===== config.mk =====
export PLATFORM = sky130hd
export DESIGN_NAME = pong_game_ctrl
export DESIGN_NICKNAME = d
export VERILOG_FILES = /design/src/rtl/pong_game_ctrl_pkg.sv /design/src/rtl/pong_game_ctrl_collide.sv /design/src/rtl/pong_game_ctrl.sv
export SDC_FILE = /design/constraint.sdc
export NUM_CORES = 1
export LEC_CHECK = 0
export ABC_AREA = 1
export CAP_MARGIN = 20
export CORE_MARGIN = 1
export CORE_UTILIZATION = 55
export DETAILED_ROUTE_END_ITERATION = 16
export PLACE_DENSITY = 0.82
export SETUP_SLACK_MARGIN = 0.02
export SLEW_MARGIN = 20
export SYNTH_ARGS = -nofsm -noshare
export SYNTH_HDL_FRONTEND = slang
export SYNTH_SLANG_ARGS = --single-unit

===== constraint.sdc =====
create_clock -name clk -period 4.5 [get_ports clk]
set_clock_uncertainty 0.15 [all_clocks]
set_input_delay 1.125 -clock clk [delete_from_list [all_inputs] [get_ports clk]]
set_output_delay 1.125 -clock clk [all_outputs]
set_load 0.005 [all_outputs]

===== src/rtl/pong_game_ctrl_pkg.sv =====
// Shared types and table geometry for the pong game sequencer.
// All geometry is 12-bit so position sums never wrap.
package pong_game_ctrl_pkg;

   typedef enum logic [2:0] {
      StIdle  = 3'd0,
      StServe = 3'd1,
      StPlay  = 3'd2,
      StPoint = 3'd3,
      StOver  = 3'd4
   } state_e;

   localparam logic [11:0] TableLeft    = 12'd8;
   localparam logic [11:0] TableRight   = 12'd632;
   localparam logic [11:0] TableTop     = 12'd8;
   localparam logic [11:0] TableBottom  = 12'd472;
   localparam logic [11:0] Hmargin      = 12'd16;
   localparam logic [11:0] PaddleWidth  = 12'd8;
   localparam logic [11:0] PaddleHeight = 12'd64;
   localparam logic [11:0] BallSize     = 12'd8;

   function automatic logic [11:0] ext12(input logic [10:0] v);
      return {1'b0, v};
   endfunction

endpackage


===== src/rtl/pong_game_ctrl_collide.sv =====
// Combinational wall, paddle and goal detection from sampled positions.
// Paddle hits only count when the ball travels toward that paddle.
module pong_collide
   import pong_game_ctrl_pkg::*;
(
   input  logic [10:0] ball_x,
   input  logic [10:0] ball_y,
   input  logic [10:0] lpad_y,
   input  logic [10:0] rpad_y,
   input  logic        dir_x,
   output logic        wall_top,
   output logic        wall_bot,
   output logic        hit_l,
   output logic        hit_r,
   output logic        goal_l,
   output logic        goal_r
);

   logic [11:0] bx, by, lp, rp;
   logic        ovl_l, ovl_r;

   assign bx = ext12(ball_x);
   assign by = ext12(ball_y);
   assign lp = ext12(lpad_y);
   assign rp = ext12(rpad_y);

   assign wall_top = (by <= TableTop);
   assign wall_bot = (by + BallSize >= TableBottom);

   assign ovl_l = (by + BallSize > lp) && (by < lp + PaddleHeight);
   assign ovl_r = (by + BallSize > rp) && (by < rp + PaddleHeight);

   assign hit_l = !dir_x && ovl_l &&
                  (bx <= TableLeft + Hmargin + PaddleWidth) &&
                  (bx + BallSize > TableLeft + Hmargin);
   assign hit_r = dir_x && ovl_r &&
                  (bx + BallSize >= TableRight - Hmargin - PaddleWidth) &&
                  (bx < TableRight - Hmargin);

   // goal_l: ball left the table on the left side, so the right player scores.
   assign goal_l = (bx <= TableLeft);
   assign goal_r = (bx + BallSize >= TableRight);

endmodule


===== src/rtl/pong_game_ctrl.sv =====
// Frame-rate pong sequencer: serve/play/point/over FSM, scores, ball steering.
// Optional PONG_SPEEDUP_EN: speed reloads at launch and climbs on each paddle hit.
module pong_game_ctrl
   import pong_game_ctrl_pkg::*;
#(
   parameter int unsigned WIN_SCORE    = 9,
   parameter int unsigned SERVE_FRAMES = 60,
   parameter int unsigned MAX_SPEED    = 15
) (
   input  logic        clk,
   input  logic        rst,
   input  logic        vblank,
   input  logic        start,
   input  logic [3:0]  speed_in,
   input  logic [10:0] ball_x,
   input  logic [10:0] ball_y,
   input  logic [10:0] lpad_y,
   input  logic [10:0] rpad_y,
   output logic        ball_run,
   output logic        ball_center,
   output logic        dir_x,
   output logic        dir_y,
   output logic [3:0]  speed,
   output logic [3:0]  score_l,
   output logic [3:0]  score_r,
   output logic        game_over
);

   state_e      state_q, state_d;
   logic        vblank_d_q;
   logic        run_q, run_d;
   logic        center_q, center_d;
   logic        dx_q, dx_d;
   logic        dy_q, dy_d;
   logic [3:0]  speed_q, speed_d;
   logic [3:0]  sl_q, sl_d;
   logic [3:0]  sr_q, sr_d;
   logic        over_q, over_d;
   logic [15:0] cnt_q, cnt_d;
   logic        tick;
   logic        wall_top, wall_bot, hit_l, hit_r, goal_l, goal_r;

   assign tick = vblank & ~vblank_d_q;

   pong_collide u_collide (
      .ball_x   (ball_x),
      .ball_y   (ball_y),
      .lpad_y   (lpad_y),
      .rpad_y   (rpad_y),
      .dir_x    (dx_q),
      .wall_top (wall_top),
      .wall_bot (wall_bot),
      .hit_l    (hit_l),
      .hit_r    (hit_r),
      .goal_l   (goal_l),
      .goal_r   (goal_r)
   );

`ifndef PONG_SPEEDUP_EN
   logic [3:0] unused_max_speed;
   assign unused_max_speed = 4'(MAX_SPEED);
`endif

   always_comb begin
      state_d  = state_q;
      run_d    = run_q;
      center_d = 1'b0;
      dx_d     = dx_q;
      dy_d     = dy_q;
      speed_d  = speed_q;
      sl_d     = sl_q;
      sr_d     = sr_q;
      over_d   = over_q;
      cnt_d    = cnt_q;

      if (tick) begin
`ifndef PONG_SPEEDUP_EN
         speed_d = speed_in;
`endif
         case (state_q)
            StIdle, StOver: begin
               run_d = 1'b0;
               if (start) begin
                  sl_d     = '0;
                  sr_d     = '0;
                  over_d   = 1'b0;
                  center_d = 1'b1;
                  cnt_d    = '0;
                  state_d  = StServe;
               end
            end
            StServe: begin
               if (cnt_q == 16'(SERVE_FRAMES - 1)) begin
                  run_d   = 1'b1;
                  state_d = StPlay;
`ifdef PONG_SPEEDUP_EN
                  speed_d = speed_in;
`endif
               end else begin
                  cnt_d = cnt_q + 16'd1;
               end
            end
            StPlay: begin
               if (wall_top) begin
                  dy_d = 1'b1;
               end else if (wall_bot) begin
                  dy_d = 1'b0;
               end
               // A paddle hit always wins over a goal seen in the same frame.
               if (hit_l || hit_r) begin
                  dx_d = hit_l;
`ifdef PONG_SPEEDUP_EN
                  if (speed_q < 4'(MAX_SPEED)) speed_d = speed_q + 4'd1;
`endif
               end else if (goal_l) begin
                  if (sr_q < 4'(WIN_SCORE)) sr_d = sr_q + 4'd1;
                  dx_d    = 1'b0;
                  run_d   = 1'b0;
                  state_d = StPoint;
               end else if (goal_r) begin
                  if (sl_q < 4'(WIN_SCORE)) sl_d = sl_q + 4'd1;
                  dx_d    = 1'b1;
                  run_d   = 1'b0;
                  state_d = StPoint;
               end
            end
            StPoint: begin
               if (sl_q == 4'(WIN_SCORE) || sr_q == 4'(WIN_SCORE)) begin
                  over_d  = 1'b1;
                  state_d = StOver;
               end else begin
                  center_d = 1'b1;
                  cnt_d    = '0;
                  state_d  = StServe;
               end
            end
            default: state_d = StIdle;
         endcase
      end
   end

   always_ff @(posedge clk) begin
      if (rst) begin
         state_q    <= StIdle;
         vblank_d_q <= 1'b0;
         run_q      <= 1'b0;
         center_q   <= 1'b0;
         dx_q       <= 1'b1;
         dy_q       <= 1'b1;
         speed_q    <= '0;
         sl_q       <= '0;
         sr_q       <= '0;
         over_q     <= 1'b0;
         cnt_q      <= '0;
      end else begin
         state_q    <= state_d;
         vblank_d_q <= vblank;
         run_q      <= run_d;
         center_q   <= center_d;
         dx_q       <= dx_d;
         dy_q       <= dy_d;
         speed_q    <= speed_d;
         sl_q       <= sl_d;
         sr_q       <= sr_d;
         over_q     <= over_d;
         cnt_q      <= cnt_d;
      end
   end

   assign ball_run    = run_q;
   assign ball_center = center_q;
   assign dir_x       = dx_q;
   assign dir_y       = dy_q;
   assign speed       = speed_q;
   assign score_l     = sl_q;
   assign score_r     = sr_q;
   assign game_over   = over_q;

endmodule

==> flow_summary.json <==
{
  "r2r_setup_slack_ns": 1.86,
  "holdPathStages": 2,
  "worstSetupStartpoint": "ball_y[4]",
  "gr-usage-all-layers_pct": 25.5,
  "gp_congestion": 0.955,
  "ys_types": 40,
  "htreeDepth": 2,
  "cts_tree": "done",
  "final_common_cell": "nand2_1",
  "synth-warning-count": 0,
  "status": "complete, no violations",
  "ys_seq_area_share_pct": 18.3,
  "route.detailed.drc": 0,
  "area_delta_synth_final_pct": 22.7,
  "timing_worst_slew_pin_value_ns": 0.851,
  "slew_violations": 0,
  "synth-seq-cells": 37,
  "synth_area_leaders": "dfxtp_1 (18%), ha_1 (17%), nand2_1 (14%)",
  "initial_core_util_pct": 58.3,
  "cts-root-buf": "clkbuf_8",
  "drt_iter0_markers": 223,
  "reg2reg_to": "score_r[3]$_SDFFE_PP0P_",
  "power_leakage_nw": 2.43,
  "hold_class": "flop to flop",
  "max_freq_mhz": 243,
  "vias": 4170,
  "overflow": 0,
  "dp_worst_setup_slack_ns": 0.0694,
  "end_kind": "flop",
  "vdd_ir_drop_max_v": 0.000196,
  "reg2reg_from": "state_q[1]$_SDFFE_PP0P_",
  "first_pass_iters": 6,
  "portBuffers": 68,
  "die_h_um": 87.8,
  "final_area_mm2": 0.00497,
  "dpl_cell_area_mm2": 0.00484,
  "grt_pass1_vias": 3804,
  "grt_first_pass_wirelength_um": 16000,
  "finalSetupViolCount": 0,
  "die_area_mm2": 0.00770,
  "finalCritPeriodShare_pct": 91.6,
  "crit_path_max_fanout": 13,
  "ios": 69,
  "max_cap_violations": 0,
  "via_per_inst": 5.12,
  "synth.top_cell.area_share_pct": 18.3,
  "tns_ns": 0,
  "layout_common_cells": "nand2_1 (147), inv_1 (114), nor2_1 (72)",
  "core_area_mm2": 0.00694,
  "clock-sinks": 37,
  "worstPathRequired_ns": 4.54,
  "rsz0062_at_grt": "false",
  "hpwlAfterDp_um": 7750,
  "cts_buffers": 5,
  "ant_nets": 0,
  "hold_start": "game_over$_SDFFE_PP0P_",
  "critPathKind": "input port to flop",
  "drive_above_1_share_pct": 8.90,
  "final_nets": 825,
  "die_w_um": 87.8,
  "power_density_mw_per_mm2": 213,
  "slew_headroom_pct": 43.1,
  "synth_nets": 750,
  "yosys.area.top_type": "dfxtp_1",
  "hold_viol_final": 0,
  "reg2reg_depth": 8,
  "avgSynthCellArea_um2": 6.29,
  "drt-total-wl_um": 9570,
  "min_to": "game_over$_SDFFE_PP0P_",
  "whs_ns": 0.342,
  "diodes": 0,
  "wl_per_cell_um": 11.7,
  "grt_max_degree": 19,
  "path_clk_slew_ns": 0.07,
  "synth_ff_type": "dfxtp_1",
  "clk-insertion-delay-late_ns": 0.30,
  "min_period_ns": 4.12,
  "netlist_area_mm2": 0.00405,
  "timing.final.ws_setup_ns": 0.379,
  "synth_edf_count": 0,
  "arrival_ns": 4.16,
  "synthCells": 643,
  "antenna_found_initial": 0,
  "clk_path_buf_depth": 2,
  "fillers": 589,
  "crit_path_start_kind": "input port",
  "row_count": 30,
  "async_reset_ff_share_pct": 0
}
per-layer routing:
layer  vias to the layer above  track usage (%)  wire length [um]  share of wire [%]
met5                         -                0                 0                  0
met4                         0             5.81               127                1.3
met3                        14             3.86               463                4.8
met2                       108             45.4              4570                 48
met1                      1851             32.2              4400                 46
li1                       2197                -                 -                  -
synth_stat cells (all sizes together), types with 2 or more instances:
master	number
ha	55
nand2	159
o21ai	20
xor2	12
nor2	91
o21bai	2
dfxtp	37
nor4	2
xnor2	2
nand3	50
nor3	12
a31oi	2
a21oi	30
o21a	2
or2	3
buf	3
clkbuf	2
a21boi	3
a211oi	4
inv	122
o31ai	3
nand4	21
cell type report:
class                   instances  area (um^2)  area share [%]
flip-flops and latches         37          741            14.9
repair buffers                 73          718            14.5
multi-input cells             478         2810            56.6
well taps                      96          120            2.42
clock inverters                 1         30.0           0.605
clock buffers                   7         86.3            1.74
inverters                     123          462            9.30
through the flow:
stage / util (%) / std cells / total power [mW]
2_1_floorplan: - / 643 / 0.619
5_1_grt: 71.5 / 815 / 1.13
4_1_cts: 71.4 / 815 / 1.06
3_5_place_dp: 69.8 / 807 / 0.761
6_report: 71.5 / 815 / 1.06
3_3_place_gp: 69.8 / 807 / 0.750
power by group:
part	switching [mW]	total, mW	internal, mW
clock	0.120	0.301	0.181
sequential	0.0168	0.363	0.346
combinational	0.223	0.395	0.172
logic make-up (layout without fill, tap and decap cells):
logic type,after synthesis,in the layout,synth area share (%)
adder cells (fa/ha/maj),55,55,17.0
AND/OR/NAND/NOR,341,341,39.7
XOR/XNOR,14,14,3.03
flip-flops,37,37,18.3
buffers and inverters,128,204,12.4
AO/OA/AOI/OAI,68,68,9.52
critical path: stages:
cell	delay, ns
clkdlybuf4s50_1	0.52
buf_4	0.15
ha_1	0.19
nand3_2	0.12
nor2_1	0.25
xor2_1	0.31
ha_1	0.31
nand2_1	0.10
inv_1	0.05
nand3_1	0.07
nor2_1	0.04
nor2_1	0.11
nand2_1	0.07
nor2_1	0.13
nand2_2	0.10
nand2_4	0.08
nand2_4	0.12
nand3_2	0.17
nand2_1	0.06
nand2_1	0.06
nor2_1	0.04
timing repair:
item	CTS	global route
resized for setup	0	1
hold buffers	0	0
setup endpoints to repair	0	11
setup buffers	0	0
flip-flops by register name, indices dropped and copies added (netlist names):
| name | flops |
|---|---|
| ball_center | 1 |
| ball_run | 1 |
| cnt_q | 16 |
| dir_x | 1 |
| dir_y | 1 |
| game_over | 1 |
| score_l | 4 |
| score_r | 4 |
| speed | 4 |
| state_q | 3 |
| vblank_d_q | 1 |
worst max path at each step:
stage / to / slack [ns]
floorplan: ball_run$_SDFFE_PP0P_ / 0.98
global placement: state_q[2]$_SDFFE_PP0P_ / 0.21
detailed placement: state_q[1]$_SDFFE_PP0P_ / 0.07
CTS: state_q[1]$_SDFFE_PP0P_ / 0.37
global route: state_q[1]$_SDFFE_PP0P_ / 0.05
finish: state_q[1]$_SDFFE_PP0P_ / 0.38
No activity file was read; power rests on OpenSTA's default activity.
